===== src/rtl/door_sensor_frontend_if.sv =====
// Raw door hardware inputs and cleaned request outputs of door_sensor_frontend.
// FAULT exists only when DOOR_FAULT_EN is defined.
interface door_sensor_frontend_if;
  logic BEAM_A;
  logic BEAM_B;
  logic BTN;
  logic IN;
  logic OUT;
  logic ENT;
`ifdef DOOR_FAULT_EN
  logic FAULT;
`endif

  modport master (
    output BEAM_A, BEAM_B, BTN,
    input  IN, OUT, ENT
`ifdef DOOR_FAULT_EN
    , input FAULT
`endif
  );

  modport slave (
    input  BEAM_A, BEAM_B, BTN,
    output IN, OUT, ENT
`ifdef DOOR_FAULT_EN
    , output FAULT
`endif
  );
endinterface


===== src/rtl/door_sensor_frontend.sv =====
// Synchronizes and debounces the door beams and button, then resolves passage direction into
// single-cycle IN/OUT/ENT pulses. Macro DOOR_FAULT_EN adds the FAULT output and dwell timeout.
module door_sensor_frontend #(
  parameter int unsigned DEB_CYCLES = 4,
  parameter int unsigned TIMEOUT    = 64
) (
  input logic                   clk,
  input logic                   CLR,
  door_sensor_frontend_if.slave bus
);

  localparam logic [7:0] DebLast = 8'(DEB_CYCLES - 1);

  if (DEB_CYCLES < 2 || DEB_CYCLES > 255 || TIMEOUT < 2 || TIMEOUT > 65535) begin : g_param_check
    $error("door_sensor_frontend: DEB_CYCLES or TIMEOUT out of range");
  end

  typedef enum logic [2:0] {
    StIdle,
    StAFirst,
    StInAb,
    StInB,
    StBFirst,
    StOutBa,
    StOutA,
    StFlt
  } state_e;

  // Bit 0 = beam A, bit 1 = beam B, bit 2 = button.
  logic [2:0] raw;
  logic [2:0] sync1_q;
  logic [2:0] sync2_q;
  logic [2:0] filt_q;
  logic [2:0] filt_d;
  logic [7:0] cnt_q [3];
  logic [7:0] cnt_d [3];

  logic       fa;
  logic       fb;
  logic       btn_prev_q;

  state_e     state_q;
  state_e     state_d;
  logic       in_q;
  logic       in_d;
  logic       out_q;
  logic       out_d;
  logic       ent_q;
  logic       ent_d;

  assign raw = {bus.BTN, bus.BEAM_B, bus.BEAM_A};
  assign fa  = filt_q[0];
  assign fb  = filt_q[1];

  // Debounce: a filtered level flips only after DEB_CYCLES consecutive differing samples.
  always_comb begin
    filt_d = filt_q;
    for (int i = 0; i < 3; i++) begin
      cnt_d[i] = '0;
      if (sync2_q[i] != filt_q[i]) begin
        if (cnt_q[i] == DebLast) begin
          filt_d[i] = sync2_q[i];
        end else begin
          cnt_d[i] = cnt_q[i] + 8'd1;
        end
      end
    end
  end

  always_ff @(posedge clk or posedge CLR) begin
    if (CLR) begin
      sync1_q    <= '0;
      sync2_q    <= '0;
      filt_q     <= '0;
      btn_prev_q <= 1'b0;
      for (int i = 0; i < 3; i++) begin
        cnt_q[i] <= '0;
      end
    end else begin
      sync1_q    <= raw;
      sync2_q    <= sync1_q;
      filt_q     <= filt_d;
      btn_prev_q <= filt_q[2];
      for (int i = 0; i < 3; i++) begin
        cnt_q[i] <= cnt_d[i];
      end
    end
  end

  assign ent_d = filt_q[2] & ~btn_prev_q;

`ifdef DOOR_FAULT_EN
  localparam logic [15:0] TimeoutLim  = 16'(TIMEOUT);
  localparam logic [15:0] TimeoutLast = 16'(TIMEOUT - 1);

  logic [15:0] dwell_q;
  logic [15:0] dwell_d;
  logic        fault_q;
  logic        fault_d;
`endif

  // Passage direction FSM on the filtered beams.
  always_comb begin
    state_d = state_q;
    in_d    = 1'b0;
    out_d   = 1'b0;
    unique case (state_q)
      StIdle: begin
        if (fa && !fb) begin
          state_d = StAFirst;
        end else if (!fa && fb) begin
          state_d = StBFirst;
        end else if (fa && fb) begin
          state_d = StFlt;
        end
      end
      StAFirst: begin
        if (fa && fb) begin
          state_d = StInAb;
        end else if (!fa && !fb) begin
          state_d = StIdle;
        end
      end
      StInAb: begin
        if (!fa && fb) begin
          state_d = StInB;
        end else if (fa && !fb) begin
          state_d = StAFirst;
        end
      end
      StInB: begin
        if (!fa && !fb) begin
          state_d = StIdle;
          in_d    = 1'b1;
        end else if (fa && fb) begin
          state_d = StInAb;
        end
      end
      StBFirst: begin
        if (fa && fb) begin
          state_d = StOutBa;
        end else if (!fa && !fb) begin
          state_d = StIdle;
        end
      end
      StOutBa: begin
        if (fa && !fb) begin
          state_d = StOutA;
        end else if (!fa && fb) begin
          state_d = StBFirst;
        end
      end
      StOutA: begin
        if (!fa && !fb) begin
          state_d = StIdle;
          out_d   = 1'b1;
        end else if (fa && fb) begin
          state_d = StOutBa;
        end
      end
      StFlt: begin
        if (!fa && !fb) begin
          state_d = StIdle;
        end
      end
      default: state_d = StIdle;
    endcase

`ifdef DOOR_FAULT_EN
    // Dwell only accumulates while a passage is parked in one tracking state.
    dwell_d = '0;
    if (state_d == state_q && state_q != StIdle && state_q != StFlt) begin
      if (dwell_q == TimeoutLast) begin
        state_d = StFlt;
      end else if (dwell_q < TimeoutLim) begin
        dwell_d = dwell_q + 16'd1;
      end else begin
        dwell_d = dwell_q;
      end
    end
    fault_d = (state_d == StFlt);
`endif
  end

  always_ff @(posedge clk or posedge CLR) begin
    if (CLR) begin
      state_q <= StIdle;
      in_q    <= 1'b0;
      out_q   <= 1'b0;
      ent_q   <= 1'b0;
`ifdef DOOR_FAULT_EN
      dwell_q <= '0;
      fault_q <= 1'b0;
`endif
    end else begin
      state_q <= state_d;
      in_q    <= in_d;
      out_q   <= out_d;
      ent_q   <= ent_d;
`ifdef DOOR_FAULT_EN
      dwell_q <= dwell_d;
      fault_q <= fault_d;
`endif
    end
  end

  assign bus.IN  = in_q;
  assign bus.OUT = out_q;
  assign bus.ENT = ent_q;
`ifdef DOOR_FAULT_EN
  assign bus.FAULT = fault_q;
`endif

endmodule

===== src/flat_wrapper.sv =====
// flat-port wrapper written by rule: the top's interface ports become plain ports
module door_sensor_frontend_flat 
#(
  parameter int unsigned DEB_CYCLES = 4,
  parameter int unsigned TIMEOUT    = 64
)
  (clk, CLR, bus_BEAM_A, bus_BEAM_B, bus_BTN, bus_IN, bus_OUT, bus_ENT);
  door_sensor_frontend_if bus_i ();
  input logic clk;
  input logic CLR;
  input wire logic [$bits(bus_i.BEAM_A)-1:0] bus_BEAM_A;
  input wire logic [$bits(bus_i.BEAM_B)-1:0] bus_BEAM_B;
  input wire logic [$bits(bus_i.BTN)-1:0] bus_BTN;
  output wire logic [$bits(bus_i.IN)-1:0] bus_IN;
  output wire logic [$bits(bus_i.OUT)-1:0] bus_OUT;
  output wire logic [$bits(bus_i.ENT)-1:0] bus_ENT;
  assign bus_i.BEAM_A = bus_BEAM_A;
  assign bus_i.BEAM_B = bus_BEAM_B;
  assign bus_i.BTN = bus_BTN;
  assign bus_IN = bus_i.IN;
  assign bus_OUT = bus_i.OUT;
  assign bus_ENT = bus_i.ENT;
  door_sensor_frontend #(.DEB_CYCLES(DEB_CYCLES), .TIMEOUT(TIMEOUT)) u_core (.clk(clk), .CLR(CLR), .bus(bus_i));
endmodule

===== config.mk =====
export PLATFORM = sky130hd
export DESIGN_NAME = door_sensor_frontend_flat
export DESIGN_NICKNAME = d
export VERILOG_FILES = /design/src/rtl/door_sensor_frontend_if.sv /design/src/rtl/door_sensor_frontend.sv /design/src/flat_wrapper.sv
export SDC_FILE = /design/constraint.sdc
export NUM_CORES = 1
export LEC_CHECK = 0
export ABC_AREA = 1
export BUFFER_PORTS_ARGS = -buffer_cell sky130_fd_sc_hd__buf_2
export CAP_MARGIN = 25
export CORE_MARGIN = 2
export CORE_UTILIZATION = 55
export CTS_CLUSTER_DIAMETER = 50
export DETAILED_ROUTE_END_ITERATION = 10
export PLACE_DENSITY = 0.72
export SLEW_MARGIN = 20
export SYNTH_ARGS = -nofsm -noshare
export SYNTH_HDL_FRONTEND = slang
export SYNTH_SLANG_ARGS = --single-unit

===== constraint.sdc =====
create_clock -name clk -period 1.64 [get_ports clk]
set_input_delay 0.164 -clock clk [delete_from_list [all_inputs] [get_ports clk]]
set_output_delay 0.164 -clock clk [all_outputs]
set_load 0.01 [all_outputs]

==> out/results.tsv <==
metric	value	unit
wire_per_inst	10.7	um
critPathMaxFanout	5	
p_per_area	1460	nW/um^2
fin_worst_skew	0.00667	ns
cts_buffer_depth	2	
fp-row-count	22	
dp_slack	0.214	ns
start_util	0.566	
max_cap_violations	0	
h-tree-depth	2	
post_synth.cell_area_avg	8.30	um^2
irDropWorstVdd	1.05	mV
rrSetupSlack	0.20	ns
clkTransAtPathRegs	0.08	ns
cts_tree	done	
vias_per_cell	4.91	
final_layout_size_suffix_gt1_frac	0.0985	
numCtsBuffers	5	
grt_use_total	0.188	
via_count	1531	
syn_area	2040	um^2
ant_nets	0	
fmax	0.695	GHz
grt_max_degree	41	
fin_tns_setup	0	ns
synth_seq_area_share	0.490	
worst_slew_pin_slew	0.487	ns
grt_pass1_vias	1505	
diodes	0	
cts_setup_buffers	0	
slowest_stage	dfrtp_1	
hold_depth	0	
die_area	4220	um^2
worstSetupEndpointType	flop	
critPathLaunchType	flop	
drtIter0Drc	138	
required	1.87	ns
ys_types	22	
final_cell_mix	nand2_1, nor2_1, dfrtp_1, inv_1, nand3_1	
coreArea	3610	um^2
setup_slack	0.201	ns
die_h	64.9	um
p_leak	1.11	nW
fp.dieW	64.9	um
boundaryPins	8	
max_stage_delay	0.43	ns
cts-root-buf	clkbuf_8	
overflow	0	
syn2layout_area_growth	9.99	%
hold_violations	0	
dr.pass1.iters	4	
cp_data_arrival_time	1.67	ns
dp_hpwl	2350	um
grt_setup_unrepaired	no	
worstHoldStart	u_core.sync1_q[0]	
final_common_cell	nand2_1	
antenna_found_initial	0	
relSlewSlack	0.675	
grt_pass1_wl	6200	um
final-setup-viol-count	0	
fin_nets	276	
worstReg2RegEnd	u_core.state_q[1]	
port_buffers	7	
status	complete, no violations	
synth_warnings	0	
path_class	flop to flop	
wl	3320	um
hold_class	flop to flop	
cp.depth	7	
postSynthCellCount	246	
syn_nets	259	
worst-path-buf-inv	1	
cts.sinks	40	
r2r_cells	7	
r2r_start	u_core.filt_q[1]	
hold_end	u_core.sync2_q[0]	
drv_slew	0	
cpMostUsedCell	nand2_1	
clock_latency	0.29	ns
fin_crit_sh	0.877	
drc	0	
finalCriticalPeriod	1.44	ns
synth_seq_cells	40	
critical-path-top-delay-family	flip-flops	
crit_chain	inv_1 > ha_1 > nand3b_4 > nand2_1 > a21oi_2 > nand2_1 > nand2_1	
gp_congestion	0.826	
-- synth_stat cells --
cell type  number  area [um^2]
inv_1          40          150
xnor2_1         4         35.0
ha_1            8          100
inv_2           1         3.75
nand3_2         1         10.0
nand3b_4        1         20.0
nor2_2          1         6.26
nor4_1          2         12.5
nand3b_1        1         7.51
nand3_1        15         75.1
nor2_1         42          158
buf_6           3         33.8
nor2_4          1         11.3
nand2_1        44          165
a21oi_2         2         17.5
nand4_1         8         50.1
a21oi_1        12         60.1
xor2_1          5         43.8
nor3_1          9         45.0
nand2_4         1         11.3
dfrtp_1        40         1000
o21ai_0         5         25.0
-- metrics by stage --
step | instances | hold WS [ns] | instance area [um^2] | total power, mW | util
final | 312 | 0.352 | 2250 | 3.29 | 0.623
after CTS | 312 | 0.353 | 2250 | 3.32 | 0.623
after global routing | 312 | 0.373 | 2250 | 3.60 | 0.623
after detailed placement | 300 | 0.273 | 2120 | 2.65 | 0.587
after floorplan | 246 | 0.195 | 2040 | 2.43 | -
after global placement | 300 | 0.272 | 2120 | 2.62 | 0.587
-- state kept, by name, indices dropped and copies added, names as in the netlist --
| name | cells |
|---|---|
| u_core.btn_prev_q | 1 |
| u_core.bus.ENT | 1 |
| u_core.bus.IN | 1 |
| u_core.bus.OUT | 1 |
| u_core.cnt_q | 24 |
| u_core.filt_q | 3 |
| u_core.state_q | 3 |
| u_core.sync1_q | 3 |
| u_core.sync2_q | 3 |
-- final cells by class --
cell class                 count  area (um^2)
timing repair buffer          13         90.1
sequential                    40         1000
multi-input combinational    162          853
fill                         343         1360
clock buffer                   5         68.8
clock inverter                 3         18.8
inverter                      41          154
tap                           48         60.1
-- worst max-delay path by stage --
stage,slack [ns],startpoint,end
after floorplan,0.35,u_core.filt_q[0],u_core.state_q[2]
after detailed placement,0.21,u_core.filt_q[0],u_core.state_q[2]
after CTS,0.20,u_core.filt_q[0],u_core.state_q[2]
after global placement,0.23,u_core.filt_q[1],u_core.state_q[1]
final,0.20,u_core.filt_q[1],u_core.state_q[1]
after global routing,0.07,u_core.filt_q[1],u_core.state_q[0]
-- where the power goes --
group / switching (mW) / internal [mW]
registers: 0.242 / 1.18
clock network: 0.347 / 0.296
logic: 0.749 / 0.475
-- cells by family after synthesis --
kind of cell / count (synthesis) / share of synthesized area
flops: 40 / 0.490
fa+ha+maj: 8 / 0.0490
simple gates: 126 / 0.280
buf+inv: 44 / 0.0919
xor+xnor: 9 / 0.0386
compound gates: 19 / 0.0502
-- worst reg2reg max path, stage by stage (launching register included) --
cell and delay [ns]:
dfrtp_1 0.43, inv_1 0.11, ha_1 0.29, nand3b_4 0.12, nand2_1 0.09, a21oi_2 0.20
nand2_1 0.08, nand2_1 0.06
-- layer usage --
metal,GRT usage,vias up,part of all wire
met3,0.0417,4,0.027
met1,0.239,699,0.50
met2,0.313,23,0.46
met4,0.0691,0,0.0051
li1,-,805,-
met5,0,-,0
-- what timing repair did --
| item | 4_1_cts | 5_1_grt |
|---|---|---|
| setup endpoints to repair | 0 | 1 |
| hold endpoints to repair | 43 | 0 |
| hold buffers | 4 | 0 |
| gates resized for setup | 0 | 1 |
(Power assumes the default switching activity.)
